===== config.mk =====
export PLATFORM = sky130hd
export DESIGN_NAME = sw_rr
export DESIGN_NICKNAME = d
export VERILOG_FILES = /design/src/rtl/sw_pkg.sv /design/src/rtl/sw_fifo.sv /design/src/rtl/sw_rr.sv
export SDC_FILE = /design/constraint.sdc
export NUM_CORES = 1
export LEC_CHECK = 0
export BUFFER_PORTS_ARGS = -buffer_cell sky130_fd_sc_hd__buf_2
export CELL_PAD_IN_SITES_DETAIL_PLACEMENT = 1
export CELL_PAD_IN_SITES_GLOBAL_PLACEMENT = 1
export CORE_MARGIN = 2
export CORE_UTILIZATION = 45
export CTS_CLUSTER_DIAMETER = 150
export CTS_CLUSTER_SIZE = 28
export DETAILED_ROUTE_END_ITERATION = 12
export HOLD_SLACK_MARGIN = 0.02
export PLACE_DENSITY_LB_ADDON = 0.1
export SYNTH_ARGS = -nofsm -noshare
export SYNTH_HDL_FRONTEND = slang
export SYNTH_SLANG_ARGS = --single-unit
export TNS_END_PERCENT = 30

===== constraint.sdc =====
create_clock -name clk -period 9.6 [get_ports clk]
set_input_delay 0.48 -clock clk [delete_from_list [all_inputs] [get_ports clk]]
set_output_delay 0.48 -clock clk [all_outputs]
set_load 0.01 [all_outputs]

===== src/rtl/sw_pkg.sv =====
// sw_pkg: shared definitions for the sw_rr packet switch.
// Holds frame-type codes, the input and arbiter state enums, and the
// ASSERT/NEGATE logic levels.
package sw_pkg;

  localparam logic ASSERT = 1'b1;
  localparam logic NEGATE = 1'b0;

  // Frame type field, top two bits of every frame
  localparam logic [1:0] FT_IDLE = 2'b00;
  localparam logic [1:0] FT_HEAD = 2'b10;
  localparam logic [1:0] FT_BODY = 2'b01;
  localparam logic [1:0] FT_TAIL = 2'b11;

  typedef enum logic {
    IDLE   = 1'b0,
    IN_PKT = 1'b1
  } in_st_t;

  typedef enum logic {
    FREE = 1'b0,
    BUSY = 1'b1
  } arb_st_t;

endpackage


===== src/rtl/sw_fifo.sv =====
// sw_fifo: synchronous frame FIFO with free-slot count.
// Ports: clk, rst (async, active-high), wr/wdata push, rd pop,
//        rdata_c (current front frame), empty_c, free_c (free slots).
// Pointers carry one extra wrap bit so full and empty are distinguishable.
module sw_fifo #(
  parameter int unsigned W     = 10,
  parameter int unsigned DEPTH = 8
) (
  input  logic                       clk,
  input  logic                       rst,
  input  logic                       wr,
  input  logic [W-1:0]               wdata,
  input  logic                       rd,
  output logic [W-1:0]               rdata_c,
  output logic                       empty_c,
  output logic [$clog2(DEPTH):0]     free_c
);

  localparam int unsigned AW = $clog2(DEPTH);

  logic [AW:0]  wptr;
  logic [AW:0]  rptr;
  logic [W-1:0] mem [DEPTH];
  logic         full;

  assign full    = (wptr[AW] != rptr[AW]) && (wptr[AW-1:0] == rptr[AW-1:0]);
  assign empty_c = (wptr == rptr);
  assign free_c  = (AW+1)'(DEPTH) - (wptr - rptr);
  assign rdata_c = mem[rptr[AW-1:0]];

  // Pointer update; writes to a full FIFO and pops of an empty one are ignored
  always_ff @(posedge clk or posedge rst) begin
    if (rst) begin
      wptr <= '0;
      rptr <= '0;
    end else begin
      if (wr && !full)    wptr <= wptr + (AW+1)'(1);
      if (rd && !empty_c) rptr <= rptr + (AW+1)'(1);
    end
  end

  // Storage array, no reset needed
  always_ff @(posedge clk) begin
    if (wr && !full) mem[wptr[AW-1:0]] <= wdata;
  end

endmodule


===== src/rtl/sw_rr.sv =====
// sw_rr: N-port buffered packet switch with per-output round-robin arbiters.
// Ports: clk, rst (async, active-high),
//        i        packed input frames, one per port,
//        o        packed registered output frames, one per port,
//        drop_cnt packed saturating per-input dropped-packet counters.
// Each input admits a whole packet only if its FIFO can hold MAXLEN frames;
// otherwise the packet is discarded and counted.
module sw_rr
  import sw_pkg::*;
#(
  parameter int unsigned NPORTS = 4,
  parameter int unsigned DATAW  = 8,
  parameter int unsigned DEPTH  = 8,
  parameter int unsigned MAXLEN = 4,
  parameter int unsigned CNTW   = 8
) (
  input  logic                           clk,
  input  logic                           rst,
  input  logic [NPORTS*(DATAW+2)-1:0]    i,
  output logic [NPORTS*(DATAW+2)-1:0]    o,
  output logic [NPORTS*CNTW-1:0]         drop_cnt
);

  localparam int unsigned FRMW  = DATAW + 2;
  localparam int unsigned PORTW = $clog2(NPORTS);
  localparam int unsigned AW    = $clog2(DEPTH);
  localparam logic [AW:0] MAXF  = (AW+1)'(MAXLEN);

  logic [FRMW-1:0]               fin   [NPORTS];
  logic [FRMW-1:0]               front [NPORTS];
  logic [AW:0]                   free  [NPORTS];
  logic [NPORTS-1:0]             empty;
  logic [NPORTS-1:0]             rd;
  logic [NPORTS-1:0][NPORTS-1:0] pop_m;

  // Input side: admission FSM, FIFO and drop counter per input
  for (genvar p = 0; p < NPORTS; p++) begin : g_in
    in_st_t            st_q, st_d;
    logic              drop_q, drop_d;
    logic              inc_c, wr_c;
    logic [CNTW-1:0]   cnt_q;
    logic [1:0]        ft;
    logic [NPORTS-1:0] pop_col;

    assign fin[p] = i[p*FRMW +: FRMW];
    assign ft     = fin[p][FRMW-1:DATAW];

    // Gather pop requests from every arbiter for this FIFO
    for (genvar d = 0; d < NPORTS; d++) begin : g_col
      assign pop_col[d] = pop_m[d][p];
    end
    assign rd[p] = |pop_col;

    always_ff @(posedge clk or posedge rst) begin
      if (rst) begin
        st_q   <= IDLE;
        drop_q <= NEGATE;
        cnt_q  <= '0;
      end else begin
        st_q   <= st_d;
        drop_q <= drop_d;
        if (inc_c && (cnt_q != '1)) cnt_q <= cnt_q + CNTW'(1);
      end
    end

    // Admission decision uses pre-edge free count
    always_comb begin
      st_d   = st_q;
      drop_d = drop_q;
      inc_c  = NEGATE;
      case (st_q)
        IDLE: begin
          if (ft == FT_HEAD) begin
            st_d   = IN_PKT;
            drop_d = (free[p] < MAXF);
            inc_c  = drop_d;
          end
        end
        IN_PKT: begin
          if (ft == FT_TAIL) begin
            st_d   = IDLE;
            drop_d = NEGATE;
          end
        end
        default: st_d = IDLE;
      endcase
    end

    // Idle frames and orphan body/tail frames are never written
    always_comb begin
      wr_c = NEGATE;
      case (st_q)
        IDLE:    wr_c = (ft == FT_HEAD) && (free[p] >= MAXF);
        IN_PKT:  wr_c = !drop_q && ((ft == FT_BODY) || (ft == FT_TAIL));
        default: wr_c = NEGATE;
      endcase
    end

    sw_fifo #(
      .W     (FRMW),
      .DEPTH (DEPTH)
    ) u_fifo (
      .clk     (clk),
      .rst     (rst),
      .wr      (wr_c),
      .wdata   (fin[p]),
      .rd      (rd[p]),
      .rdata_c (front[p]),
      .empty_c (empty[p]),
      .free_c  (free[p])
    );

    assign drop_cnt[p*CNTW +: CNTW] = cnt_q;
  end

  // Output side: packet-granular round-robin arbiter per output
  for (genvar d = 0; d < NPORTS; d++) begin : g_arb
    arb_st_t           st_q, st_d;
    logic [PORTW-1:0]  gnt_q, gnt_d, ptr_q, ptr_d;
    logic [FRMW-1:0]   o_q, o_d;
    logic [NPORTS-1:0] req_c, pop_c;
    logic              hit_c;
    int                idx_c;
    logic [PORTW-1:0]  idxw_c;

    // An input requests this output when its FIFO front is a head for d
    for (genvar k = 0; k < NPORTS; k++) begin : g_req
      assign req_c[k] = !empty[k] && (front[k][FRMW-1:DATAW] == FT_HEAD) &&
                        (front[k][PORTW-1:0] == PORTW'(d));
    end

    always_ff @(posedge clk or posedge rst) begin
      if (rst) begin
        st_q  <= FREE;
        gnt_q <= '0;
        ptr_q <= '0;
        o_q   <= '0;
      end else begin
        st_q  <= st_d;
        gnt_q <= gnt_d;
        ptr_q <= ptr_d;
        o_q   <= o_d;
      end
    end

    // Grant first requester at or after ptr; release after the tail pops
    always_comb begin
      st_d   = st_q;
      gnt_d  = gnt_q;
      ptr_d  = ptr_q;
      hit_c  = NEGATE;
      idx_c  = 0;
      idxw_c = '0;
      case (st_q)
        FREE: begin
          for (int k = 0; k < int'(NPORTS); k++) begin
            idx_c  = (int'(ptr_q) + k) % int'(NPORTS);
            idxw_c = PORTW'(idx_c);
            if (!hit_c && req_c[idxw_c]) begin
              hit_c = ASSERT;
              gnt_d = idxw_c;
              st_d  = BUSY;
            end
          end
        end
        BUSY: begin
          if (!empty[gnt_q] && (front[gnt_q][FRMW-1:DATAW] == FT_TAIL)) begin
            st_d  = FREE;
            ptr_d = (int'(gnt_q) == int'(NPORTS) - 1) ? '0 : gnt_q + PORTW'(1);
          end
        end
        default: st_d = FREE;
      endcase
    end

    // Stream the granted FIFO; an empty FIFO mid-packet yields idle
    always_comb begin
      o_d   = {FT_IDLE, DATAW'(0)};
      pop_c = '0;
      if ((st_q == BUSY) && !empty[gnt_q]) begin
        o_d          = front[gnt_q];
        pop_c[gnt_q] = ASSERT;
      end
    end

    assign pop_m[d]             = pop_c;
    assign o[d*FRMW +: FRMW]    = o_q;
  end

endmodule


# Word-level counts from Yosys, hierarchy flattened
# Memory sizes are Yosys's and may differ from the RTL's.
# Cells that the tools add are included.
totals:
  regBits: 132
  latch_bits: 0
  ram_bits: 320
  rom_bits: 0
  input_bits: 42
  out_inout_bits: 72
  word_cells: 484
  n_memories: 4
memory_table:
  columns: ["memory", "words", "width", "rd", "rd_ports_with_merged_regs", "write_ports", "line", "rtl"]
  rows:
  - ["g_in[0].u_fifo.mem", 8, 10, 1, 0, 1, "sw_fifo.sv:23", "logic [W-1:0] mem [DEPTH];"]
  - ["g_in[1].u_fifo.mem", 8, 10, 1, 0, 1, "sw_fifo.sv:23", null]
  - ["g_in[2].u_fifo.mem", 8, 10, 1, 0, 1, "sw_fifo.sv:23", null]
  - ["g_in[3].u_fifo.mem", 8, 10, 1, 0, 1, "sw_fifo.sv:23", null]
op_classes:
  n_addsub: 36
  n_mul: 0
  div_mod_pow: 0
  n_lt_le_gt_ge: 36
  eq_ne: 60
  shifts: 0
  n_mux: 176
  n_bitwise: 12
  reduce_logical: 124
ops:
  columns: ["op", "count"]
  rows:
  - ["10-bit 2-to-1 mux", 12]
  - ["1-bit 2-to-1 mux", 96]
  - ["10-bit binary-select mux with 2-bit select", 4]
  - ["1-bit logical AND", 68]
  - ["2-bit by 3-bit < comparator with 1-bit output (second input constant)", 20]
  - ["2-bit equality test (second input constant)", 24]
  - ["1-bit binary-select mux with 2-bit select", 20]
  - ["2-bit 2-to-1 mux", 20]
  - ["4-bit by 1-bit adder with 4-bit output (second input constant)", 8]
  - ["8-bit by 1-bit adder with 8-bit output (second input constant)", 4]
  - ["8-bit inequality test (second input constant)", 4]
  - ["1-bit case mux with 2 select lines", 16]
  - ["1-bit zero test", 28]
  - ["2-bit by 1-bit equality test with 1-bit output (second input constant)", 12]
  - ["2-bit AND reduction", 12]
  - ["2-bit by 1-bit adder with 2-bit output (second input constant)", 8]
  - ["2-bit adder (second input constant)", 8]
  - ["4-bit equality test", 4]
  - ["4-bit by 3-bit >= comparator with 1-bit output (second input constant)", 4]
  - ["4-bit by 3-bit < comparator with 1-bit output (second input constant)", 4]
  - ["4-bit 2-to-1 mux", 4]
  - ["4-bit nonzero test", 4]
  - ["4-bit OR reduction", 4]
  - ["4-bit subtractor", 4]
  - ["other kinds (12)", 52]

# Longest topological paths before layout
logic_depth:
  ltp_word: 20
  mapped_depth: 12
  ltp_nobuf: 11

# Modules after synthesis
# From an unflattened synthesis, not the netlist that was laid out.
unflattened:
  hier_cells: 1195
  area_unflattened_um2: 20443.4
modules_own_cells:
  columns: ["module", "n_inst", "cells_per_inst", "area_each_um2", "seq_area_each_um2"]
  rows:
  - ["sw_fifo", 4, 177, 3658.5, 2602.5]
  - ["sw_rr", 1, 487, 5809.3, 2502.4]

# Least setup slack after synthesis
# Ideal clock, no wire load.
synth_timing:
  path_kind: "register -> register"
  start: "register g_in[0].u_fifo.rptr[0]"
  end: "memory g_in[0].u_fifo.mem[0][0] (enable)"
  setup_time_ns: 0.390
  arrival_time_ns: 3.205
  t_required_ns: 9.210
  setup_slack_ns: 6.005
  stages_incl_launch_ff: 12
  n_path_buf: 1
  synth_period_minus_slack_ns: 3.595
  path_cell_list: "dfrtp_1 buf_2 inv_1 ha_1 nand2b_1 fa_1 xor2_1 xnor2_1 a2111oi_0 o22a_1 nand2b_1 nor3_1"
synth_via:
  elab_chain_cells: 8
  elab_cells_between_ends: 11
  cone_classes: "2 x add/sub; 1 x order compare; 1 x eq/ne; 3 x mux; 4 x reduce/logical"
synth_lines:
  columns: ["element", "line", "rtl"]
  rows:
  - ["start: declaration", "sw_fifo.sv:22", "logic [AW:0] rptr;"]
  - ["start signal: assignment", "sw_fifo.sv:38", "if (rd && !empty_c) rptr <= rptr + (AW+1)'(1);"]
  - ["4-bit subtractor (2 in series)", "sw_fifo.sv:28", "assign free_c = (AW+1)'(DEPTH) - (wptr - rptr);"]
  - ["4-bit by 3-bit >= comparator with 1-bit output", "sw_rr.sv:93", "IDLE: wr_c = (ft == FT_HEAD) && (free[p] >= MAXF);"]
  - ["1-bit logical AND", "sw_rr.sv:93", null]
  - ["1-bit case mux with 2 select lines", "sw_rr.sv:92", "case (st_q)"]
  - ["1-bit logical AND *", "sw_fifo.sv:44", "if (wr && !full) mem[wptr[AW-1:0]] <= wdata;"]
  - ["1-bit 2-to-1 mux *", "sw_fifo.sv:44", null]
  - ["1-bit 2-to-1 mux (implied by the code) *", "sw_fifo.sv:44", null]
  - ["end: declaration", "sw_fifo.sv:23", null]
# Every way passes the cells marked *; elsewhere a longest branch is shown, timed or not.

# Worst setup path after layout
layout_timing:
  start: "register g_in[0].u_fifo.rptr[2]"
  end: "memory g_in[0].u_fifo.mem[5][6] (enable)"
# The elaborated chain is that of the path after synthesis.

==> flow_summary.toml <==
[cts]
cts_resized = 0
post_cts_buffers = 0
clock_sinks = 452
hold_buffers = 0
cts_tree = "yes"
clkTransAtPathRegs_ps = 110
cts_max_level = 1
clkLatencyLatePin_ps = 570
clk_path_buf_depth = 3
cts-root-buf = "clkbuf_16"
numCtsBuffers = 20

[floorplanning]
dieArea_um2 = 45620
dieWidth_um = 213.6
coreArea_um2 = 43170
initial_core_util_pct = 45.79
ios = 114
num_rows = 76
die_y_um = 213.6

[outcome]
status = "completed"

[synth]
synthesis.area_um2 = 19770
synth_edf_count = 320
ys_warn_count = 0
syn-num-nets = 1306
syn_inst = 1220
yosysSeqAreaShare_pct = 65.32
synth-main-ff-cell = "edfxtp_1"
avgSynthCellArea_um2 = 16.20
ys_async_sr_fraction_pct = 29.20
synth-seq-cells = 452
ys_types = 65

[routing]
met2_length_mm = 23.07
wl_met3_mm = 1.806
top_layer_used = "met4"
dr.pass1.iters = 5
drc = 0
via_per_inst = 5.606
routed_wl_mm = 46.71
drt-met1-wl_mm = 21.08
wl_per_cell_um = 24.12
num_vias = 10860
ant_nets = 0
first_iter_violations = 728

[layout]
num-nets-final = 1424
final_common_cell = "edfxtp_1"
register_area_um2 = 12910
multiInputGateArea_um2 = 6470
utilization_pct = 50.23
final_cell_mix = "edfxtp_1, dfrtp_1, buf_2"
fin_cells = 1937
area_growth_pct = 9.697
n_fill_cell = 4183
antennaDiodeCount = 0
layout-drive-gt1-share_pct = 22.41

[worst_setup_path]
critPathLaunch = "g_in[0].u_fifo.rptr[2]$_DFFE_PP0P_"
cp_slowest_stage_delay_ps = 940
crit_path_cell_trace = "ha_1, inv_1, fa_1, xor2_1, xnor2_1, a2111oi_0, o22a_1, nand2_1, nor2_1"
cp_max_fo = 17
startpoint_type = "flip-flop"
slowest_stage = "dfrtp_1"
crit_path_end_kind = "flip-flop"
rr_startpoint = "g_in[0].u_fifo.rptr[2]$_DFFE_PP0P_"
path_class = "reg2reg"
worstReg2RegEnd = "g_in[0].u_fifo.mem[5][6]$_DFFE_PP_"
required_ps = 9780
reg2reg_slack_ps = 5600
cp.arrival_ps = 4180
path_delay_family = "flip-flops"
worstRegToRegCells = 9
cp_num_buf_inv = 1

[timing]
finalCriticalPeriod_ps = 4000
tightest_slew_ps = 1209
final.setup.worst_slack_ps = 5600
worst_hold_slack_ps = 14.50
fmax_mhz = 250.0
rsz0062_at_grt = "no"
fin_tns_setup_ps = 0
relSlewSlack_pct = 19.10
setup_viol = 0
finalClockSkew_ps = 26.92
finalMaxSlewViolations = 0
final.period_utilization_pct = 41.67
hold_viol_final = 0

[power_and_ir_drop]
power.leakage_nw = 7.968
power_density_nw_per_um2 = 327.4
ir_drop_mv = 0.1760

[placement]
gp_congestion = 0.7943
hpwlAfterDp_mm = 32.37
pre_cts_ws_ps = 5515
portBuffers = 113
dp.cells = 1901

[grt]
antenna_found_initial = 0
overflow = 0
grt_use_total_pct = 21.01
grt_pass1_wl_mm = 71.30
grt_max_degree = 76
grt_pass1_vias = 11410

[worst_hold_path]
hold_class = "in2async"

[flow_run]
maxCapViolations = 0
[final cells by class]
class | count | area share [%]
clock buffers | 35 | 2.666
flip-flops and latches | 452 | 59.55
clock inverters | 1 | 0.1385
well taps | 585 | 3.376
repair buffers | 141 | 3.578
inverters | 48 | 0.8540
multi-input cells | 675 | 29.84
[power by group]
group | leakage (nW) | internal (W) | switching [W]
Clock | 0.287 | 0.000423 | 0.000605
Sequential | 4.53 | 0.00250 | 0.000307
Combinational | 3.15 | 0.00139 | 0.00188
[Yosys cell counts, types with 5 or more instances]
cell type / n / area [um^2]
a211oi_1: 18 / 135.1
a21oi_1: 29 / 145.1
a41oi_1: 5 / 43.79
buf_1: 8 / 30.03
buf_2: 13 / 65.06
clkbuf_1: 21 / 78.83
dfrtp_1: 132 / 3303
edfxtp_1: 320 / 9609
ha_1: 40 / 500.5
inv_1: 47 / 176.4
mux2_1: 8 / 90.09
mux2_2: 14 / 157.7
mux2i_1: 32 / 320.3
mux4_1: 6 / 157.7
mux4_2: 106 / 2387
nand2_1: 68 / 255.2
nand2_2: 5 / 31.28
nand2b_1: 16 / 100.1
nand3_1: 30 / 150.1
nand4_1: 18 / 112.6
nor2_1: 98 / 367.9
nor2b_1: 8 / 50.05
nor3_1: 15 / 75.07
nor3b_1: 6 / 45.04
o21ai_0: 21 / 105.1
xnor2_1: 42 / 367.9
xor2_1: 22 / 192.7
[stage by stage]
step	power [W]	area, um^2
after floorplan	0.005059	19770
after global placement	0.006065	21080
after detailed placement	0.006151	21080
after CTS	0.007179	21680
after global routing	0.007550	21680
final	0.007099	21680
[kinds of logic after synthesis]
logic type	share of synthesized area, %
adder cells (fa/ha/maj)	2.937
flip-flops	65.32
multiplexers	15.94
AO/OA/AOI/OAI	3.817
AND/OR/NAND/NOR	7.203
buffers and inverters	1.943
XOR/XNOR	2.836
[how the worst max path moves through the flow]
stage | endpoint | slack, ps | cells after the start
after floorplan | async pin | 5590 | 1
after global placement | g_in[0].u_fifo.mem[2][5]$_DFFE_PP_ | 5700 | 9
after detailed placement | g_in[0].u_fifo.mem[5][9]$_DFFE_PP_ | 5520 | 9
after CTS | g_in[0].u_fifo.mem[5][6]$_DFFE_PP_ | 5490 | 9
after global routing | g_in[0].u_fifo.mem[5][5]$_DFFE_PP_ | 5220 | 9
final | g_in[0].u_fifo.mem[5][6]$_DFFE_PP_ | 5600 | 9
[flip-flops by register name (all words and copies together) (netlist names), named ones only]
name	cells
g_in.cnt_q	32
g_in.u_fifo.wptr	16
g_arb.gnt_q	8
g_arb.ptr_q	8
g_in.drop_q	4
g_in.u_fifo.mem	320
g_in.u_fifo.rptr	16
g_arb.o_q	40
g_arb.st_q	4
[per-layer routing]
metal  GRT usage, %  vias to the layer above
li1               -                     4896
met1          29.80                     5720
met2          35.34                      199
met3          2.783                       44
met4          3.807                        0
met5              0                        -
(Power assumes the default switching activity.)
